`config.mk`:
```
export PLATFORM = sky130hd
export DESIGN_NAME = regbank_ctrl
export DESIGN_NICKNAME = d
export VERILOG_FILES = /design/src/rtl/regbank_ctrl.sv
export SDC_FILE = /design/constraint.sdc
export NUM_CORES = 1
export LEC_CHECK = 0
export CAP_MARGIN = 30
export CORE_MARGIN = 1.5
export CORE_UTILIZATION = 51
export CTS_BUF_LIST = sky130_fd_sc_hd__clkbuf_8
export DETAILED_ROUTE_END_ITERATION = 8
export HOLD_SLACK_MARGIN = 0.02
export PLACE_DENSITY = 0.89
export SYNTH_ARGS = -nofsm -noshare
export SYNTH_HDL_FRONTEND = slang
export SYNTH_SLANG_ARGS = --single-unit
```
`constraint.sdc`:
```
create_clock -name clk -period 2.9 [get_ports clk]
set_input_delay 0.58 -clock clk [delete_from_list [all_inputs] [get_ports clk]]
set_output_delay 0.58 -clock clk [all_outputs]
set_load 0.1 [all_outputs]
```
`src/rtl/regbank_ctrl.sv`:
```
// regbank_ctrl: four-state instruction controller (IDLE/RD/EX/WB, plus ERR)
// sequencing one ALU instruction per four cycles against an external
// register bank with combinational reads and a registered write port.
// Optional feature macro: REGCTRL_ADDR_CHECK_EN (reject addresses >= NREG).
module regbank_ctrl #(
  parameter int DW   = 9,
  parameter int NREG = 10
) (
  input  logic          clk,
  input  logic          rst,
  input  logic          in_valid,
  output logic          in_ready,
  input  logic [1:0]    in_op,
  input  logic [3:0]    in_dr,
  input  logic [3:0]    in_sr1,
  input  logic [3:0]    in_sr2,
  output logic [3:0]    sr1,
  output logic [3:0]    sr2,
  input  logic [DW-1:0] dsr1,
  input  logic [DW-1:0] dsr2,
  output logic          write,
  output logic [3:0]    dr,
  output logic [DW-1:0] din,
  output logic          done,
  output logic          err
);

  typedef enum logic [2:0] {S_IDLE, S_RD, S_EX, S_WB, S_ERR} state_t;

  localparam logic [1:0] OP_ADD = 2'b00;
  localparam logic [1:0] OP_SUB = 2'b01;
  localparam logic [1:0] OP_AND = 2'b10;

`ifdef REGCTRL_ADDR_CHECK_EN
  localparam logic CHECK_EN = 1'b1;
`else
  localparam logic CHECK_EN = 1'b0;
`endif

  localparam logic [4:0] NREG_L = 5'(NREG);

  state_t        r_state;
  state_t        w_next;
  logic [1:0]    r_op;
  logic [3:0]    r_dr;
  logic [3:0]    r_sr1;
  logic [3:0]    r_sr2;
  logic [3:0]    r_dr_out;
  logic [DW-1:0] r_a;
  logic [DW-1:0] r_b;
  logic [DW-1:0] r_result;
  logic          w_accept;
  logic          w_range_bad;
  logic          w_addr_bad;

  assign in_ready    = (r_state == S_IDLE);
  assign w_accept    = in_valid && in_ready;
  assign w_range_bad = ({1'b0, in_dr}  >= NREG_L) ||
                       ({1'b0, in_sr1} >= NREG_L) ||
                       ({1'b0, in_sr2} >= NREG_L);
  // With the check disabled the range test folds away and ERR is unreachable.
  assign w_addr_bad  = CHECK_EN & w_range_bad;

  // Read addresses and write address are held registers, so the bank sees
  // stable values between instructions.
  assign sr1 = r_sr1;
  assign sr2 = r_sr2;
  assign dr  = r_dr_out;
  assign din = r_result;

  // State register.
  always_ff @(posedge clk or posedge rst) begin
    if (rst) r_state <= S_IDLE;
    else     r_state <= w_next;
  end

  // Next-state and per-state strobes.
  always_comb begin
    w_next = r_state;
    write  = 1'b0;
    done   = 1'b0;
    err    = 1'b0;
    case (r_state)
      S_IDLE: if (w_accept) w_next = w_addr_bad ? S_ERR : S_RD;
      S_RD:   w_next = S_EX;
      S_EX:   w_next = S_WB;
      S_WB: begin
        write  = 1'b1;
        done   = 1'b1;
        w_next = S_IDLE;
      end
      S_ERR: begin
        done   = 1'b1;
        err    = CHECK_EN;
        w_next = S_IDLE;
      end
      default: w_next = S_IDLE;
    endcase
  end

  // Instruction capture on acceptance; source addresses go straight out so
  // they are valid throughout RD.
  always_ff @(posedge clk or posedge rst) begin
    if (rst) begin
      r_op  <= '0;
      r_dr  <= '0;
      r_sr1 <= '0;
      r_sr2 <= '0;
    end else if (w_accept) begin
      r_op  <= in_op;
      r_dr  <= in_dr;
      r_sr1 <= in_sr1;
      r_sr2 <= in_sr2;
    end
  end

  // Operand fetch at the end of RD, execute at the end of EX.
  always_ff @(posedge clk or posedge rst) begin
    if (rst) begin
      r_a      <= '0;
      r_b      <= '0;
      r_result <= '0;
      r_dr_out <= '0;
    end else begin
      if (r_state == S_RD) begin
        r_a <= dsr1;
        r_b <= dsr2;
      end
      if (r_state == S_EX) begin
        r_dr_out <= r_dr;
        case (r_op)
          OP_ADD:  r_result <= r_a + r_b;
          OP_SUB:  r_result <= r_a - r_b;
          OP_AND:  r_result <= r_a & r_b;
          default: r_result <= r_a;
        endcase
      end
    end
  end

endmodule

```
[After elaboration in Yosys (flattened, before gate mapping)]
Index checks and enable logic that the tools add are counted.
Storage, ports and cells
  register bits: 48
  latch bits: 0
  bits in writable memories: 0
  memory bits (read-only): 0
  input port bits: 35
  output and inout port bits: 25
  logic and storage cells: 28
  memories kept: 0
Cells by class
  add/sub/neg operators: 2
  multiply operators: 0
  divide/modulo/power cells: 0
  magnitude comparators: 0
  equal/unequal tests: 7
  shift operators: 0
  multiplexer cells: 5
  bitwise operators: 1
  reduce and logical (&&, ||, !) cells: 4
Operators by type and width (count)
  case mux 9 bit (3 select lines): 1
  adder 9 bit: 1
  bitwise AND 9 bit: 1
  case mux 3 bit (3 select lines): 1
  subtractor 9 bit: 1
  == test 3 x 2 -> 1 bit, second input constant: 2
  == test 3 x 1 -> 1 bit, second input constant: 1
  == test 3 bit, second input constant: 1
  logical NOT 3 bit: 1
  2-to-1 mux 3 bit: 1
  == test 2 x 1 -> 1 bit, second input constant: 1
  == test 2 bit, second input constant: 1
  logical NOT 2 bit: 1
  2-to-1 mux 1 bit: 2
  != test 2 x 1 -> 1 bit, second input constant: 1
  OR reduction 2 bit: 1
  logical AND 1 bit: 1

[Logic depth before layout (Yosys ltp)]
Gate-level depths: netlist of run 1.
  depth in word-level cells: 4
  gate-level depth with buffers: 10
  depth with buffers taken out: 10

[Least setup slack after synthesis of run 1]
No wires, ideal clock.
  kind: reg-to-reg
  from: register r_op[1]
  to: register r_result[6] (netlist: din[6])
  arrival: 2.294 ns
  slack: 0.519 ns
  stages on the path, launching flop included: 10
  buffers on the path: 1
  clock period less this slack: 2.381 ns
  path through: dfrtp_1 -> nor2b_1 -> clkbuf_1 -> mux2_2 -> fa_1 -> nand2b_1 -> a21oi_1 -> a31oi_1 -> xor2_1 -> o211ai_1
On the way
  word-level cells in the longest chain between the ends: 2
  elaborated cells between the ends (all ways): 4
  those cells by class: 2 x eq/ne; 1 x mux; 1 x reduce/logical
RTL lines
  start: declaration: RTL line 44  | logic [1:0] r_op;
  start signal: assignment: RTL line 110  | r_op <= in_op;
  == test 2 bit (tied with other cells): RTL line 131  | case (r_op)
  case mux 9 bit (3 select lines) (*): RTL line 131
  end signal: assignment: RTL line 132  | OP_ADD: r_result <= r_a + r_b;
  end signal: assignment: RTL line 133  | OP_SUB: r_result <= r_a - r_b;
  end signal: assignment: RTL line 134  | OP_AND: r_result <= r_a & r_b;
  end: declaration: RTL line 51  | logic [DW-1:0] r_result;
Every way passes the cells marked *; elsewhere a longest branch is shown, timed or not.
A chain may end at the register's enable or synchronous reset.

[Worst setup path after layout of run 1]
  from: register r_b[0]
  to: register r_result[7] (netlist: din[7])
On the way
  word-level cells in the longest chain between the ends: 2
  elaborated cells between the ends (all ways): 3
  those cells by class: 2 x add/sub; 1 x mux
RTL lines
  start: declaration: RTL line 50  | logic [DW-1:0] r_b;
  start signal: assignment: RTL line 127  | r_b <= dsr2;
  subtractor 9 bit or adder 9 bit (tied branches): RTL line 133, 132
  case mux 9 bit (3 select lines) (*): RTL line 131
Marked as above.

==> results of run 1 <==
## area by class of cell
cell class / count / share of cell area (%)
multi-input cells: 146 / 37.5
repair buffers: 65 / 18.0
clock buffers: 5 / 2.16
inverters: 12 / 1.41
well taps: 54 / 2.12
flip-flops and latches: 47 / 36.9
clock inverters: 3 / 2.00
## stage by stage
| step | hold slack [ps] | instance area [µm²] | setup WS, ps | util (%) | instances |
|---|---|---|---|---|---|
| global route | 515 | 3190 | 150 | 68.0 | 332 |
| floorplan | 474 | 2470 | 519 | - | 216 |
| finish | 492 | 3190 | 379 | 68.0 | 332 |
| CTS | 502 | 3190 | 381 | 68.0 | 332 |
| global placement | 476 | 3060 | 496 | 65.2 | 324 |
| detailed placement | 483 | 3060 | 412 | 65.2 | 324 |
## flip-flops by register name, summed over array words and instances, names as in the netlist
| signal | count |
|---|---|
| r_dr | 4 |
| r_b | 9 |
| sr1 | 4 |
| din | 9 |
| sr2 | 4 |
| r_state | 2 |
| dr | 4 |
| r_a | 9 |
| r_op | 2 |
## kinds of logic (layout without fill, tap and decap cells)
group	after synthesis	after routing
compound gates	49	49
xor+xnor	11	11
fa+ha+maj	15	15
buf+inv	23	85
flops	47	47
mux	34	34
other cells	1	1
simple gates	36	36
## placed cells by master (no fill, tap or decap), types with 8 or more instances in the layout
cell	instances
sky130_fd_sc_hd__dfrtp_1	47
sky130_fd_sc_hd__nand2_1	8
sky130_fd_sc_hd__buf_4	31
sky130_fd_sc_hd__o211ai_1	8
sky130_fd_sc_hd__clkdlybuf4s50_1	34
sky130_fd_sc_hd__xnor2_1	10
sky130_fd_sc_hd__o21ai_0	10
sky130_fd_sc_hd__mux2_2	34
sky130_fd_sc_hd__a21oi_1	8
sky130_fd_sc_hd__inv_1	12
sky130_fd_sc_hd__nor2_1	12
sky130_fd_sc_hd__ha_1	14
## routing by layer
| layer | wire length, µm | share of wire [%] | vias to the layer above |
|---|---|---|---|
| met5 | 0 | 0 | - |
| met4 | 82 | 1.6 | 0 |
| met3 | 386 | 7.4 | 10 |
| met2 | 2660 | 51 | 73 |
| met1 | 2050 | 40 | 914 |
| li1 | - | - | 891 |
## worst max path at each step
stage          startpoint      to  slack [ps]  depth (start not counted)
4_1_cts            r_b[0]  din[6]         380                          9
5_1_grt            r_b[0]  din[7]         150                         10
3_3_place_gp       r_b[0]  din[6]         500                          9
3_5_place_dp       r_b[0]  din[6]         410                          9
2_1_floorplan     r_op[1]  din[6]         520                          9
6_report           r_b[0]  din[7]         380                         10
==> flow_metrics.py, run 1 <==
metrics = {
    "route": {
        "drt_first_iter_violations": 99,
        "detail_route.wl_per_cell_um": 15.6,
        "final_antenna_net_count": 0,
        "dr.pass1.iters": 4,
        "vias_after_detailed_routing": 1888,
        "via_count_normalized_by_instance_count": 5.69,
        "wl_mm": 5.19,
        "drt_drc_violations_left": 0,
    },
    "cells_and_area": {
        "num_antenna_cells": 0,
        "register_area_um2": 1180,
        "area_growth_pct": 29.2,
        "multi_input_gate_area_in_the_final_layout_um2": 1200,
        "final_nets": 327,
        "final.fill_count": 334,
        "final_layout_size_suffix_gt1_share_pct": 27.0,
    },
    "critical_path": {
        "cp_cell_sequence": "inv_1 -> ha_1 -> a21oi_1 -> xnor2_1 -> ha_1 -> a21oi_2 -> nor2_1 -> a211oi_1 -> o21ai_0 -> a211o_1",
        "worst-endpoint-arrival_ps": 2700,
        "worst_flop_to_flop_path_endpoint": "din[7]",
        "critical_path.reg2reg.startpoint": "r_b[0]",
        "critPathTopFamily": "compound AO/OA/AOI/OAI gates",
        "crit_slowest_cell": "sky130_fd_sc_hd__dfrtp_1",
        "critical-path-max-stage-delay_ps": 430,
        "number_of_buffer_and_inverter_stages_on_the_critical_path": 1,
        "critPathKind": "reg2reg",
        "cp-end-kind": "register",
        "cpMostUsedCell": "sky130_fd_sc_hd__ha_1",
        "critPathMaxFanout": 6,
        "rr_worst_depth": 10,
        "r2r_slack_ps": 380,
        "setup.worst_path.start_class": "register",
        "required_ps": 3080,
    },
    "synth": {
        "mappedNetlistNets": 266,
        "synth_cell_types": 36,
        "synth_async_sr_flop_share_pct": 100,
        "synth_top_area_share_pct": 47.6,
        "synth-warning-count": 0,
        "yosysSeqAreaShare_pct": 47.6,
        "synth_xor_xnor_area_share_pct": 3.90,
        "synthMuxAreaShare_pct": 15.5,
        "postSynthRegisterBits": 47,
        "synth-edff-count": 0,
        "dominant_cell_by_count_in_the_synthesized_netlist": "sky130_fd_sc_hd__dfrtp_1",
        "synth_compound_area_share_pct": 13.5,
        "largest_family_of_logic_cells_by_synthesized_area": "multiplexers",
        "post_synth_and_or_nand_nor_area_fraction_pct": 7.50,
        "adder_and_majority_cell_fraction_of_the_synthesized_area_pct": 7.91,
        "synth.top_cells.by_area": "sky130_fd_sc_hd__dfrtp_1, sky130_fd_sc_hd__mux2_2, sky130_fd_sc_hd__ha_1",
        "dominantRegCellSynth": "sky130_fd_sc_hd__dfrtp_1",
        "synth_common_cells": "sky130_fd_sc_hd__dfrtp_1, sky130_fd_sc_hd__mux2_2, sky130_fd_sc_hd__ha_1",
        "syn_inst": 216,
        "synthesized_area_divided_by_synthesized_cell_count_um2": 11.4,
        "synth_top_area_cell": "sky130_fd_sc_hd__dfrtp_1",
        "mappedNetlistArea_um2": 2470,
    },
    "hold_path": {
        "cell_count_of_the_worst_hold_path": 1,
        "hold_end": "din[4]",
        "min_from": "din[4]",
        "min_path_type": "reg2reg",
    },
    "timing": {
        "clock.fmax_mhz": 397,
        "final-max-slew-violation-count": 0,
        "final_min_period_over_clock_period_pct": 86.9,
        "finalSetupViolCount": 0,
        "timing_worst_slew_pin_value_ps": 584,
        "rsz0062_at_grt": "false",
        "finalHoldViolCount": 0,
        "worst_slew_margin_rel_pct": 60.8,
        "finalCriticalPeriod_ps": 2520,
        "timing.setup.tns_ps": 0,
        "final.setup_skew_ps": 4.22,
    },
    "placed_design": {
        "hpwl_mm": 3.92,
        "gpl.final_weighted_congestion": 0.916,
        "numPortBuffers": 58,
    },
    "global_routing": {
        "grt_use_met3_pct": 6.22,
        "grt_first_pass_wirelength_mm": 8.73,
        "antenna_violations_before_repair": 0,
        "grt_util_all_layers_pct": 21.4,
        "global_route.usage.met1_pct": 24.4,
        "grt_max_degree": 19,
        "grt_util_met2_pct": 38.0,
        "via_count_of_the_first_global_routing_pass": 1915,
        "grt_overflow_total": 0,
        "gr-max-usage-layer": "met2",
    },
    "floorplan": {
        "std_cell_rows": 25,
        "vert_die_dim_um": 72.6,
        "core_area_um2": 4690,
        "die_area_um2": 5270,
        "initial_core_util_pct": 52.6,
        "top_level_ports": 60,
        "die_w_um": 72.6,
    },
    "cts": {
        "cts-htree-levels": 2,
        "insertion_delay_ps": 290,
        "number_of_buffers_inserted_for_hold_repair_after_clock_tree_synthesis": 0,
        "cts_made_buffers": 5,
        "clock_sink_count": 47,
        "cts.clk_slew.worst_paths_ps": 80,
        "ctsResizeCount": 0,
        "cts-root-buf": "sky130_fd_sc_hd__clkbuf_8",
        "cts_tree": "done",
        "post_cts_setup_bufs": 0,
        "cts.path.max_buffers": 2,
    },
    "run": {
        "cap_violations": 0,
    },
    "run_status": {
        "result_of_the_run": "completed",
    },
}
Power of run 1 is left out: the tool's default activity adds up to more than one toggle a clock period on the data nets, which glitch-free logic cannot reach.
==> inputs of run 2 (changes only) <==
- CORE_UTILIZATION: 51 -> 45
- PLACE_DENSITY: 0.89 -> 0.81
==> flow_metrics.py, run 2 (synthesized netlist as in run 1, its figures left out) <==
metrics = {
    "cells_and_area": {
        "final_nets": 326,
        "num_antenna_cells": 0,
        "mostFrequentLayoutCell": "sky130_fd_sc_hd__dfrtp_1",
        "final_layout_size_suffix_gt1_share_pct": 27.2,
        "mostFrequentLayoutCells": "sky130_fd_sc_hd__dfrtp_1, sky130_fd_sc_hd__mux2_2, sky130_fd_sc_hd__clkdlybuf4s50_1",
        "area_growth_pct": 27.9,
    },
    "global_routing": {
        "global_route.usage.met1_pct": 21.8,
        "grt_overflow_total": 0,
        "antenna_violations_before_repair": 0,
        "via_count_of_the_first_global_routing_pass": 1817,
        "grt_use_met3_pct": 6.07,
        "grt_util_all_layers_pct": 18.2,
        "grt_max_degree": 48,
        "gr-max-usage-layer": "met2",
        "grt_util_met2_pct": 31.7,
        "grt_first_pass_wirelength_mm": 8.62,
    },
    "timing": {
        "timing.setup.tns_ps": 0,
        "final-max-slew-violation-count": 0,
        "timing_worst_slew_pin_value_ps": 573,
        "finalSetupViolCount": 0,
        "rsz0062_at_grt": "false",
        "finalCriticalPeriod_ps": 2510,
        "final_min_period_over_clock_period_pct": 86.5,
        "worst_slew_margin_rel_pct": 61.7,
        "clock.fmax_mhz": 399,
        "final.setup_skew_ps": 5.19,
        "finalHoldViolCount": 0,
    },
    "cts": {
        "ctsResizeCount": 0,
        "number_of_buffers_inserted_for_hold_repair_after_clock_tree_synthesis": 0,
        "post_cts_setup_bufs": 0,
        "cts.path.max_buffers": 2,
        "cts-htree-levels": 2,
        "cts.clk_slew.worst_paths_ps": 80,
        "clock_sink_count": 47,
        "cts_made_buffers": 5,
        "cts-root-buf": "sky130_fd_sc_hd__clkbuf_8",
        "insertion_delay_ps": 290,
        "cts_tree": "done",
    },
    "route": {
        "via_count_normalized_by_instance_count": 5.29,
        "detail_route.wl_per_cell_um": 14.6,
        "vias_after_detailed_routing": 1829,
        "wl_mm": 5.05,
        "drt_drc_violations_left": 0,
        "dr.pass1.iters": 4,
        "drt_first_iter_violations": 143,
        "final_antenna_net_count": 0,
    },
    "critical_path": {
        "cp-end-kind": "register",
        "worst-endpoint-arrival_ps": 2720,
        "critPathKind": "reg2reg",
        "required_ps": 3120,
        "critPathMaxFanout": 5,
        "setup.worst_path.start_class": "register",
    },
    "floorplan": {
        "vert_die_dim_um": 77.1,
        "initial_core_util_pct": 47.4,
        "die_area_um2": 5940,
        "std_cell_rows": 26,
        "top_level_ports": 60,
        "die_w_um": 77.1,
        "core_area_um2": 5200,
    },
    "run_status": {
        "result_of_the_run": "completed",
    },
    "placed_design": {
        "hpwl_mm": 3.71,
        "gpl.final_weighted_congestion": 0.844,
        "numPortBuffers": 58,
    },
    "hold_path": {
        "min_path_type": "reg2reg",
    },
    "run": {
        "cap_violations": 0,
    },
}
run 2: cell types whose count changed in the layout (fill, tap and decap cells not counted), sizes merged:
cell and delta:
bufinv -2, buf -1, clkbuf +1
run 2: per-stage QoR:
stage | utilization, % | setup slack [ps] | cell area, µm² | hold slack (ps) | instances
6_report | 60.7 | 392 | 3160 | 491 | 346
3_3_place_gp | 59.0 | 491 | 3070 | 474 | 339
2_1_floorplan | - | 519 | 2470 | 474 | 216
5_1_grt | 60.7 | 276 | 3160 | 508 | 346
4_1_cts | 60.7 | 404 | 3160 | 492 | 346
3_5_place_dp | 59.0 | 419 | 3070 | 473 | 339
run 2: worst max-delay path, stage by stage (launching register included):
cell	delay (ps)
sky130_fd_sc_hd__dfrtp_1	420
sky130_fd_sc_hd__inv_1	90
sky130_fd_sc_hd__ha_1	290
sky130_fd_sc_hd__mux2_2	290
sky130_fd_sc_hd__fa_1	410
sky130_fd_sc_hd__nand2b_1	180
sky130_fd_sc_hd__a21oi_1	300
sky130_fd_sc_hd__a31oi_1	150
sky130_fd_sc_hd__xor2_1	150
sky130_fd_sc_hd__o211ai_1	150
run 2: worst paths after layout:
kind	slack, ps	from	to	cells after the start
setup / recovery	390	r_b[0]	din[6]	9
setup reg to reg	390	r_b[0]	din[6]	9
hold reg to reg	490	din[1]	din[1]	1
max in group asynchronous	1750	rst	r_dr[3]	3
hold / removal	490	din[1]	din[1]	1
min in group asynchronous	760	rst	sr1[1]	3
run 2: layout make-up:
cell class	instances	area, µm²
Inverter	12	45.0
Clock inverter	1	5.00
Timing Repair Buffer	64	566
Sequential cell	47	1180
Clock buffer	6	82.6
Fill cell	425	2050
Tap cell	70	87.6
Multi-Input combinational cell	146	1200
run 2: layer usage:
metal | up-vias | routed length (µm)
met5 | - | 0
met4 | 0 | 33
met3 | 7 | 401
met2 | 57 | 2460
met1 | 879 | 2160
li1 | 886 | -
Power of run 2 is left out for the same reason.
